$ cat src/rtl/rv32_mem_arbiter.sv
// ---------------------------------------------------------------------------
// rv32_mem_arbiter
//
// Shares one single-port, fixed-latency memory between the RV32 instruction
// fetch port (IF) and the load/store port (LS). At most one request is
// granted per cycle. The winning command is registered onto the memory bus,
// and a tag pipeline routes the returning read data back to its issuer.
// Writes complete silently.
//
// Build option:
//   RV32_ARB_ROUND_ROBIN_EN  defined   -> round-robin arbitration on contention
//                            undefined -> fixed priority, LS always wins
//
// Parameters:
//   ADDR_W  address width of all ports
//   DATA_W  data width of all ports
//   RD_LAT  memory read latency in cycles (1..4)
//
// Ports:
//   clk_i, rst_i          clock (rising edge), async active-low reset
//   if_req_i/if_addr_i    fetch read request and address
//   if_gnt_o              fetch accepted this cycle (combinational)
//   if_rvalid_o/if_rdata_o fetch read data return
//   ls_req_i/ls_we_i/ls_addr_i/ls_wdata_i  load/store request
//   ls_gnt_o              load/store accepted this cycle (combinational)
//   ls_rvalid_o/ls_rdata_o load data return
//   mem_req_o/mem_we_o/mem_addr_o/mem_wdata_o  registered memory command
//   mem_rdata_i           memory read data, RD_LAT cycles after a read command
// ---------------------------------------------------------------------------
module rv32_mem_arbiter #(
  parameter int ADDR_W = 32,
  parameter int DATA_W = 32,
  parameter int RD_LAT = 1
) (
  input  logic              clk_i,
  input  logic              rst_i,
  input  logic              if_req_i,
  input  logic [ADDR_W-1:0] if_addr_i,
  output logic              if_gnt_o,
  output logic              if_rvalid_o,
  output logic [DATA_W-1:0] if_rdata_o,
  input  logic              ls_req_i,
  input  logic              ls_we_i,
  input  logic [ADDR_W-1:0] ls_addr_i,
  input  logic [DATA_W-1:0] ls_wdata_i,
  output logic              ls_gnt_o,
  output logic              ls_rvalid_o,
  output logic [DATA_W-1:0] ls_rdata_o,
  output logic              mem_req_o,
  output logic              mem_we_o,
  output logic [ADDR_W-1:0] mem_addr_o,
  output logic [DATA_W-1:0] mem_wdata_o,
  input  logic [DATA_W-1:0] mem_rdata_i
);

  logic              if_gnt_s;
  logic              ls_gnt_s;
  // Owner of the command currently on the memory bus: 1 = LS, 0 = IF.
  logic              mem_own_r;
  logic              stage0_vld_s;
  logic [RD_LAT-1:0] tag_vld_r;
  logic [RD_LAT-1:0] tag_own_r;
  logic [RD_LAT-1:0] tag_vld_nxt_s;
  logic [RD_LAT-1:0] tag_own_nxt_s;

`ifdef RV32_ARB_ROUND_ROBIN_EN
  // 0 = IF wins the next contention, 1 = LS wins the next contention.
  logic rr_ptr_r;
`endif

  // Grant decode: depends only on the two requests and the priority state.
  always_comb begin
    if_gnt_s = 1'b0;
    ls_gnt_s = 1'b0;
    if (if_req_i && ls_req_i) begin
`ifdef RV32_ARB_ROUND_ROBIN_EN
      if (rr_ptr_r) begin
        ls_gnt_s = 1'b1;
      end else begin
        if_gnt_s = 1'b1;
      end
`else
      ls_gnt_s = 1'b1;
`endif
    end else if (if_req_i) begin
      if_gnt_s = 1'b1;
    end else if (ls_req_i) begin
      ls_gnt_s = 1'b1;
    end else begin
      if_gnt_s = 1'b0;
      ls_gnt_s = 1'b0;
    end
  end

  assign if_gnt_o = if_gnt_s;
  assign ls_gnt_o = ls_gnt_s;

`ifdef RV32_ARB_ROUND_ROBIN_EN
  // Round-robin pointer: after every acceptance it points away from the winner.
  always_ff @(posedge clk_i or negedge rst_i) begin
    if (!rst_i) begin
      rr_ptr_r <= 1'b0;
    end else if (if_gnt_s) begin
      rr_ptr_r <= 1'b1;
    end else if (ls_gnt_s) begin
      rr_ptr_r <= 1'b0;
    end else begin
      rr_ptr_r <= rr_ptr_r;
    end
  end
`endif

  // Command register: load the winner's command, otherwise drop req and hold the rest.
  always_ff @(posedge clk_i or negedge rst_i) begin
    if (!rst_i) begin
      mem_req_o   <= 1'b0;
      mem_we_o    <= 1'b0;
      mem_addr_o  <= {ADDR_W{1'b0}};
      mem_wdata_o <= {DATA_W{1'b0}};
      mem_own_r   <= 1'b0;
    end else if (if_gnt_s) begin
      // Fetches never write, so the write data bus keeps its last value.
      mem_req_o   <= 1'b1;
      mem_we_o    <= 1'b0;
      mem_addr_o  <= if_addr_i;
      mem_own_r   <= 1'b0;
    end else if (ls_gnt_s) begin
      mem_req_o   <= 1'b1;
      mem_we_o    <= ls_we_i;
      mem_addr_o  <= ls_addr_i;
      mem_wdata_o <= ls_wdata_i;
      mem_own_r   <= 1'b1;
    end else begin
      mem_req_o   <= 1'b0;
    end
  end

  // The tag enters the pipeline alongside the registered read command, so the
  // last stage lines up with the cycle the memory returns data.
  assign stage0_vld_s = mem_req_o & ~mem_we_o;

  if (RD_LAT == 1) begin : g_tag_single
    assign tag_vld_nxt_s = stage0_vld_s;
    assign tag_own_nxt_s = mem_own_r;
  end else begin : g_tag_multi
    assign tag_vld_nxt_s = {tag_vld_r[RD_LAT-2:0], stage0_vld_s};
    assign tag_own_nxt_s = {tag_own_r[RD_LAT-2:0], mem_own_r};
  end

  // Tag pipeline: shifts every cycle; reset discards all in-flight reads.
  always_ff @(posedge clk_i or negedge rst_i) begin
    if (!rst_i) begin
      tag_vld_r <= {RD_LAT{1'b0}};
      tag_own_r <= {RD_LAT{1'b0}};
    end else begin
      tag_vld_r <= tag_vld_nxt_s;
      tag_own_r <= tag_own_nxt_s;
    end
  end

  // Return path: the last tag stage picks the destination; data is broadcast.
  assign if_rvalid_o = tag_vld_r[RD_LAT-1] & ~tag_own_r[RD_LAT-1];
  assign ls_rvalid_o = tag_vld_r[RD_LAT-1] &  tag_own_r[RD_LAT-1];
  assign if_rdata_o  = mem_rdata_i;
  assign ls_rdata_o  = mem_rdata_i;

endmodule

$ cat config.mk
export PLATFORM = sky130hd
export DESIGN_NAME = rv32_mem_arbiter
export DESIGN_NICKNAME = d
export VERILOG_FILES = /design/src/rtl/rv32_mem_arbiter.sv
export SDC_FILE = /design/constraint.sdc
export NUM_CORES = 1
export LEC_CHECK = 0
export ABC_AREA = 1
export CAP_MARGIN = 20
export CORE_MARGIN = 8
export CORE_UTILIZATION = 34
export CTS_CLUSTER_SIZE = 16
export DETAILED_ROUTE_END_ITERATION = 8
export PLACE_DENSITY = 0.79
export SYNTH_ARGS = -nofsm -noshare
export SYNTH_HDL_FRONTEND = slang
export SYNTH_SLANG_ARGS = --single-unit
$ cat constraint.sdc
create_clock -name clk_i -period 0.95 [get_ports clk_i]
set_input_delay 0.19 -clock clk_i [delete_from_list [all_inputs] [get_ports clk_i]]
set_output_delay 0.19 -clock clk_i [all_outputs]
set_load 0.02 [all_outputs]
# After elaboration in Yosys (flattened, before gate mapping)
# Cells that the tools add are included.
# totals
rom_bits,0
out_inout_bits,134
ram_bits,0
elab_cells,29
regBits,69
n_memories,0
inputBits,133
latch_bits,0
# classes
multipliers,0
n_bitwise,6
shifts,0
reduce_logical,3
div,0
order_cmp,0
n_addsub,0
eq_ne,0
mux,13
# op_table
op,count
2-to-1 mux 32 bit,2
2-to-1 mux 1 bit,11
bitwise AND 1 bit,3
NOT 1 bit,3
AND reduction 2 bit,1
nonzero test 2 bit,1
logical AND 1 bit,1

# Logic depth before layout (Yosys ltp)
# Gate-level depths: netlist of run 1.
# depth
word_depth,5
depth_mapped,6
mapped_depth_nobuf,3

# Least setup slack after synthesis of run 1
# OpenSTA, ideal clock, no wires.
# synth_path
kind,input-to-output
start,input ls_req_i
end,output if_gnt_o
required_time_ns,0.760
stages,4
arrival_time_ns,0.896
path_buffers,3
path_slack_ns,-0.136
path_cell_list,buf_6 buf_6 buf_4 nor2_1
# synth_between
elab_chain_len,2
# synth_lines
element,line,source
start: declaration,42,"input logic ls_req_i,"
logical AND 1 bit,75,if (if_req_i && ls_req_i) begin
2-to-1 mux 1 bit,75,
end: declaration,39,"output logic if_gnt_o,"
# Every way passes these cells.

# Worst setup path in the final report of run 1
# layout_path
start,register tag_own_r
end,output if_rvalid_o
# layout_between
elab_chain_len,2
# layout_lines
element,line,source
start: declaration,62,logic [RD_LAT-1:0] tag_own_r;
start signal: assignment,154,tag_own_r <= {RD_LAT{1'b0}};
start signal: assignment,157,tag_own_r <= tag_own_nxt_s;
NOT 1 bit,162,assign if_rvalid_o = tag_vld_r[RD_LAT-1] & ~tag_own_r[RD_LAT-1];
bitwise AND 1 bit,162,
end: declaration,40,"output logic if_rvalid_o,"
# Every way passes these cells.

==> Flow_metrics.wiki, run 1 <==
{| class="wikitable"
! Metric !! Value
|-
| Outcome || complete, but fails checks
|-
| Failing checks || negative setup slack
|-
| Peak fanout along the critical path || 2
|-
| Final WS setup || -0.1969 ns
|-
| I/O pin cnt || 267
|-
| Vias in the first global route || 3228
|-
| Clk slew on worst S/H paths || 0.07 ns
|-
| Initial antenna violation count || 0
|-
| Beginning of the critical path || tag_own_r
|-
| Hold violation count in the final report || 0
|-
| Smallest hold slack || 0.2480 ns
|-
| Via count || 3060
|-
| Die boundary width || 116.7 µm
|-
| Overall die height || 116.7 µm
|-
| Gpl congestion || 0.8618
|-
| Initial Util || 35.14%
|-
| Reg2reg path depth || 4
|-
| Final period util || 120.7%
|-
| Root buffer selected by CTS || clkbuf_8
|-
| Count of standard-cell rows || 36
|-
| Largest cells by area after synthesis || dfrtp_1 (50%), nand2_1 (18%), buf_4 (16%)
|-
| Worst Setup Start Kind || flop
|-
| Buffers added on ports || 170
|-
| Critical path type || flop to output port
|-
| Seq cells post-synth || 69
|-
| Pins over their slew limit || 0
|-
| Number of levels the H-tree was split into || 3
|-
| Most instantiated flip-flop cell in the synthesis netlist || dfrtp_1
|-
| Iteration-0 DRC count of the detailed router || 174
|-
| Endpoint of the worst hold path || mem_own_r
|-
| Post-synth ARST share || 100.0%
|-
| Proportion of layout cells with a drive suffix above 1 || 26.85%
|-
| Most frequently used cell type in the post-synthesis netlist || nand2_1
|-
| Per-cell via count in the routed design || 4.547
|-
| Minimum setup slack among reg-to-reg paths || 0.07 ns
|-
| Mapped Area || 3451 µm²
|-
| Startpoint of the most critical register-to-register path || mem_addr_o[27]
|-
| Core footprint || 9819 µm²
|-
| Maximum buffer depth of the clock tree || 2
|-
| First-pass GRT wire length || 16650 µm
|-
| Yosys warns || 0
|-
| Clock Skews || 0.0001966 ns
|-
| Data arrival at the endpoint of the critical path || 0.96 ns
|-
| N_diodes || 0
|-
| Number of flops mapped to enable cells by yosys || 0
|-
| Aggregate routed wire length || 11080 µm
|-
| Unrepaired setup endpoints after global routing || yes
|-
| HP Class || input pin to flop
|-
| Total track usage || 15.76%
|-
| Largest net degree at the start of global routing || 36
|-
| Largest area contributor in the synthesized netlist || dfrtp_1
|-
| Average wire per standard cell || 16.46 µm
|-
| Minimum clock period after layout || 1.147 ns
|-
| Headroom to the max-slew limit || 83.70%
|-
| Clock sink count || 69
|-
| Setup Viol. Count Final || 68
|-
| Full die area || 13630 µm²
|-
| Number of distinct library cells after synthesis || 13
|-
| Max-cap violations || 0
|-
| Total CTS buffers || 9
|-
| Final HPWL from detailed placement || 7884 µm
|-
| Overall power after layout || 7.666 mW
|-
| GRT overflow || 0
|-
| Power density over the cells || 1428 nW/µm²
|-
| Number of iterations in the first detailed-routing pass || 4
|-
| Post-synthesis sequential area ratio || 50.04%
|-
| Share of the synthesized area in the top cell type || 50.04%
|-
| Synthesized area per cell || 8.714 µm²
|-
| Clk Latency, worst-skew pair || 0.32 ns
|-
| Required time at the endpoint of the critical path || 0.76 ns
|-
| Worst Tran Pin Value || 0.2445 ns
|-
| Top cells by count, synth || nand2_1 (166), buf_4 (73), dfrtp_1 (69)
|-
| Cell leakage power || 2.635 nW
|-
| Gate Count Post-Synth || 396
|-
| Layout Area Growth over Synthesis || 55.58%
|-
| Highest clock rate || 871.9 MHz
|-
| Count of nets after finishing || 670
|-
| Count of cells along the worst hold path || 4
|-
| DR DRC count || 0
|-
| CTS tree || done
|-
| Element type at the critical path end || output port
|-
| Maximum vdd drop || 0.0007770 V
|-
| Mapped Nets || 529
|-
| Reg-to-Reg End || mem_addr_o[27]
|-
| Remaining antenna violation count after routing || 0
|-
| Hold path startpoint || if_req_i
|}
==> final cells by class <==
class                      count  area, µm²
clock buffer                  12      155.1
tap                          133      166.4
fill                         885       4451
timing repair buffer         215       2231
multi-input combinational    236       1055
inverter                       6      25.02
clock inverter                 2      10.01
sequential                    69       1727
==> layer usage <==
| metal | routed length (µm) | global-route usage, % | vias to the layer above |
|---|---|---|---|
| li1 | - | - | 1451 |
| met1 | 4106 | 16.92 | 1431 |
| met2 | 5442 | 26.73 | 159 |
| met3 | 1316 | 7.291 | 19 |
| met4 | 212 | 5.546 | 0 |
| met5 | 0 | 0 | - |
==> worst max path at each step <==
| stage | to | depth (start not counted) |
|---|---|---|
| global route | if_rvalid_o | 3 |
| floorplan | if_gnt_o | 4 |
| CTS | if_rvalid_o | 2 |
| detailed placement | if_gnt_o | 4 |
| global placement | if_gnt_o | 4 |
| finish | if_rvalid_o | 2 |
==> cell usage in the layout, fill, tap and decap left out, types with 2 or more instances in the layout <==
master           instances
dfrtp_1                 69
buf_2                    2
inv_1                    4
nand3_1                 54
clkinv_2                 2
buf_4                   37
buf_6                   68
clkbuf_8                11
nand2_1                166
clkdlybuf4s50_1         97
buf_12                   7
nand3_2                 10
nor2_1                   2
nor2_4                   3
==> power by group <==
| group | switching, mW | internal, mW |
|---|---|---|
| clock | 1.01 | 1.05 |
| combinational | 0.988 | 1.22 |
| sequential | 0.192 | 3.20 |
==> state kept, by name, summed over array words and instances (netlist names) <==
register	flops
tag_own_r	1
mem_we_o	1
tag_vld_r	1
mem_wdata_o	32
mem_req_o	1
mem_own_r	1
mem_addr_o	32
==> kinds of logic after synthesis <==
kind of cell / synth area share, %
flops: 50.04
buf+inv: 20.27
simple gates: 29.70
==> critical path, cell delays in order (launching register included) <==
cell     delay (ns)
dfrtp_1        0.38
nor2_1         0.11
buf_4          0.15
==> per-stage QoR <==
step | utilization [%] | cell area, µm² | TNS, ns | cells | setup slack, ns
2_1_floorplan | - | 3458 | 0 | 396 | 0.002108
3_3_place_gp | 49.24 | 4835 | -45.31 | 629 | -0.7042
3_5_place_dp | 49.24 | 4835 | -47.83 | 629 | -0.7084
4_1_cts | 53.38 | 5241 | -8.338 | 656 | -0.2217
5_1_grt | 54.68 | 5369 | -9.793 | 673 | -0.2773
6_report | 54.68 | 5369 | -6.595 | 673 | -0.1969
==> what timing repair did <==
item | in CTS | in global routing
hold endpoints to repair | 69 | 0
resized for setup | 425 | 0
pin swaps | 2 | 1
hold buffers | 1 | 0
buffers inserted | 9 | 17
setup endpoints to repair | 117 | 68
gates cloned | 3 | 0
No activity file was read; power rests on OpenSTA's default activity.
==> run 2, diff against run 1 <==
--- a/config.mk
+++ b/config.mk
@@ -8,10 +8,10 @@
 export ABC_AREA = 1
 export CAP_MARGIN = 20
 export CORE_MARGIN = 8
-export CORE_UTILIZATION = 34
-export CTS_CLUSTER_SIZE = 16
+export CORE_UTILIZATION = 31
+export CTS_CLUSTER_SIZE = 12
 export DETAILED_ROUTE_END_ITERATION = 8
-export PLACE_DENSITY = 0.79
+export PLACE_DENSITY = 0.75
 export SYNTH_ARGS = -nofsm -noshare
 export SYNTH_HDL_FRONTEND = slang
 export SYNTH_SLANG_ARGS = --single-unit
==> constraint.sdc (replaced) <==
create_clock -name clk_i -period 1.04 [get_ports clk_i]
set_input_delay 0.208 -clock clk_i [delete_from_list [all_inputs] [get_ports clk_i]]
set_output_delay 0.208 -clock clk_i [all_outputs]
set_load 0.02 [all_outputs]
==> Flow_metrics.wiki, run 2 (synthesized netlist as in run 1, its figures left out) <==
{| class="wikitable"
! Metric !! Value
|-
| Count of standard-cell rows || 38 (was 36)
|-
| Minimum clock period after layout || 1.184 ns
|-
| GRT overflow || 0 (unchanged)
|-
| I/O pin cnt || 267 (unchanged)
|-
| Non-filler instance count after layout || 689 (was 673)
|-
| Required time at the endpoint of the critical path || 0.83 ns (was 0.76 ns)
|-
| Final HPWL from detailed placement || 7968 µm (was 7884 µm)
|-
| Full die area || 14760 µm² (was 13630 µm²)
|-
| Worst Tran Pin Value || 0.4895 ns (was 0.2445 ns)
|-
| Hold violation count in the final report || 0 (unchanged)
|-
| Number of levels the H-tree was split into || 3 (unchanged)
|-
| First-pass GRT wire length || 17140 µm (was 16650 µm)
|-
| Initial antenna violation count || 0 (unchanged)
|-
| Outcome || complete, but fails checks (unchanged)
|-
| Power density over the cells || 1405 nW/µm² (was 1428 nW/µm²)
|-
| Util after Layout || 50.03% (was 54.68%)
|-
| Number of iterations in the first detailed-routing pass || 5 (was 4)
|-
| Remaining antenna violation count after routing || 0 (unchanged)
|-
| Worst Setup Start Kind || flop (unchanged)
|-
| Layout Area Growth over Synthesis || 57.18% (was 55.58%)
|-
| Number of buffer and inverter instances along the worst setup path || 1 (unchanged)
|-
| HP Class || input pin to flop (unchanged)
|-
| Iteration-0 DRC count of the detailed router || 184 (was 174)
|-
| Commonest cells after routing, fill and taps aside || nand2_1 (166), clkdlybuf4s50_1 (97), dfrtp_1 (69), buf_6 (68), nand3_1 (54) (unchanged)
|-
| Unrepaired setup endpoints after global routing || yes (unchanged)
|-
| Clock Skews || 0.003602 ns (was 0.0001966 ns)
|-
| Overall power after layout || 7.618 mW (was 7.666 mW)
|-
| Clk slew on worst S/H paths || 0.08 ns (was 0.07 ns)
|-
| Startpoint of the most critical register-to-register path || mem_addr_o[20] (was mem_addr_o[27])
|-
| Delay of the slowest critical-path stage || 0.39 ns (was 0.38 ns)
|-
| Per-cell via count in the routed design || 4.479 (was 4.547)
|-
| Leading registers by flop count || mem_addr_o: 32 flops, mem_wdata_o: 32 flops (unchanged)
|-
| Setup Viol. Count Final || 68 (unchanged)
|-
| Average wire per standard cell || 16.16 µm (was 16.46 µm)
|-
| Largest net degree at the start of global routing || 70 (was 36)
|-
| Leading cell type in the layout, fill and taps excluded || nand2_1 (unchanged)
|-
| Core footprint || 10840 µm² (was 9819 µm²)
|-
| Hold path startpoint || if_req_i (unchanged)
|-
| Overall die height || 121.5 µm (was 116.7 µm)
|-
| Headroom to the max-slew limit || 67.37% (was 83.70%)
|-
| Buffers added on ports || 170 (unchanged)
|-
| Element type at the critical path end || output port (unchanged)
|-
| DR DRC count || 0 (unchanged)
|-
| Highest-delay cell along the critical path || dfrtp_1 (unchanged)
|-
| Initial Util || 31.83% (was 35.14%)
|-
| CTS tree || done (unchanged)
|-
| Final period util || 113.9%
|-
| Via count || 3086 (was 3060)
|-
| Cell class contributing the biggest share of worst-path delay || flip-flops (unchanged)
|-
| Vias in the first global route || 3317 (was 3228)
|-
| Gpl congestion || 0.7975 (was 0.8618)
|-
| Clk Latency, worst-skew pair || 0.33 ns (was 0.32 ns)
|-
| Failing checks || negative setup slack (unchanged)
|-
| CP Cell Sequence || nor2_1 -> buf_4 (unchanged)
|-
| Number of placed cells counting well taps || 636 (was 629)
|-
| Final WS setup || -0.1440 ns (was -0.1969 ns)
|-
| Die boundary width || 121.5 µm (was 116.7 µm)
|-
| Clock sink count || 69 (unchanged)
|-
| Worst Setup Slack post-DPL || -0.3792 ns (was -0.7084 ns)
|-
| Number of fill cells in the layout || 999 (was 885)
|-
| Critical path type || flop to output port (unchanged)
|-
| Setup TNS || -2.585 ns (was -6.595 ns)
|-
| Total CTS buffers || 9 (unchanged)
|-
| Max-cap violations || 0 (unchanged)
|-
| N_diodes || 0 (unchanged)
|-
| Beginning of the critical path || tag_own_r (unchanged)
|-
| Root buffer selected by CTS || clkbuf_8 (unchanged)
|-
| Data arrival at the endpoint of the critical path || 0.98 ns (was 0.96 ns)
|-
| Cell leakage power || 2.675 nW (was 2.635 nW)
|-
| Total track usage || 14.70% (was 15.76%)
|-
| Pins over their slew limit || 0 (unchanged)
|-
| Maximum buffer depth of the clock tree || 2 (unchanged)
|-
| Proportion of layout cells with a drive suffix above 1 || 27.87% (was 26.85%)
|-
| Count of nets after finishing || 677 (was 670)
|-
| Aggregate routed wire length || 11140 µm (was 11080 µm)
|-
| Maximum vdd drop || 0.0006931 V (was 0.0007770 V)
|-
| Peak fanout along the critical path || 2 (unchanged)
|-
| Highest clock rate || 844.6 MHz
|}
==> run 2: cell count changes in the layout (fill, tap and decap cells not counted), moves of 2 or more <==
cell and change:
buf_12 -2, nor2_4 -3, buf_4 +12, bufinv_16 +2
==> run 2: timing repair <==
item / in CTS / in global routing
hold buffers: 1 / 0
endpoints found under the hold margin: 69 / 0
pin swaps: 2 / 2
buffers inserted: 18 / 18
resized for setup: 415 / 0
setup endpoints to repair: 75 / 68
==> run 2: worst reg2reg max path: stages (launching register included) <==
cell and delay (ns):
dfrtp_1 0.40, buf_4 0.15, buf_4 0.12, buf_4 0.12, nand2_1 0.05, nand3_1 0.06
==> run 2: metal layers <==
| metal | share of wire (%) | wire length (µm) | GRT usage, % | up-vias |
|---|---|---|---|---|
| li1 | - | - | - | 1465 |
| met1 | 37 | 4066 | 14.46 | 1444 |
| met2 | 49 | 5482 | 25.56 | 151 |
| met3 | 12 | 1348 | 7.538 | 26 |
| met4 | 2.1 | 238 | 6.322 | 0 |
| met5 | 0 | 0 | 0 | - |
==> run 2: cell type report <==
cell class                 count  area (µm²)  share of cell area [%]
clock buffer                  12       155.1                   2.860
clock inverter                 4       70.07                   1.292
inverter                       6       25.02                  0.4614
multi-input combinational    234        1027                   18.94
sequential                    69        1727                   31.83
tap                          140       175.2                   3.230
timing repair buffer         224        2245                   41.38
==> run 2: stage by stage <==
stage	cell area, µm²	hold WS [ns]
after floorplan	3453	-0.08759
after global placement	4833	0.2454
after detailed placement	4833	0.2480
after CTS	5289	0.2617
after global routing	5424	0.2843
final	5424	0.2868
==> run 2: final timing paths <==
check | to | slack [ns] | cells past startpoint
setup / recovery | if_rvalid_o | -0.14 | 2
hold / removal | mem_own_r | 0.29 | 5
setup reg to reg | mem_addr_o[20] | 0.04 | 5
hold reg to reg | tag_own_r | 0.38 | 0
max in group asynchronous | mem_wdata_o[13] | 0.33 | 3
min in group asynchronous | mem_addr_o[26] | 0.43 | 3
==> run 2: power breakdown <==
group	total (mW)	switching (mW)	internal, mW
Clock	2.50	1.02	1.48
Sequential	3.11	0.181	2.92
Combinational	2.02	0.892	1.13
Total	7.62	2.09	5.53
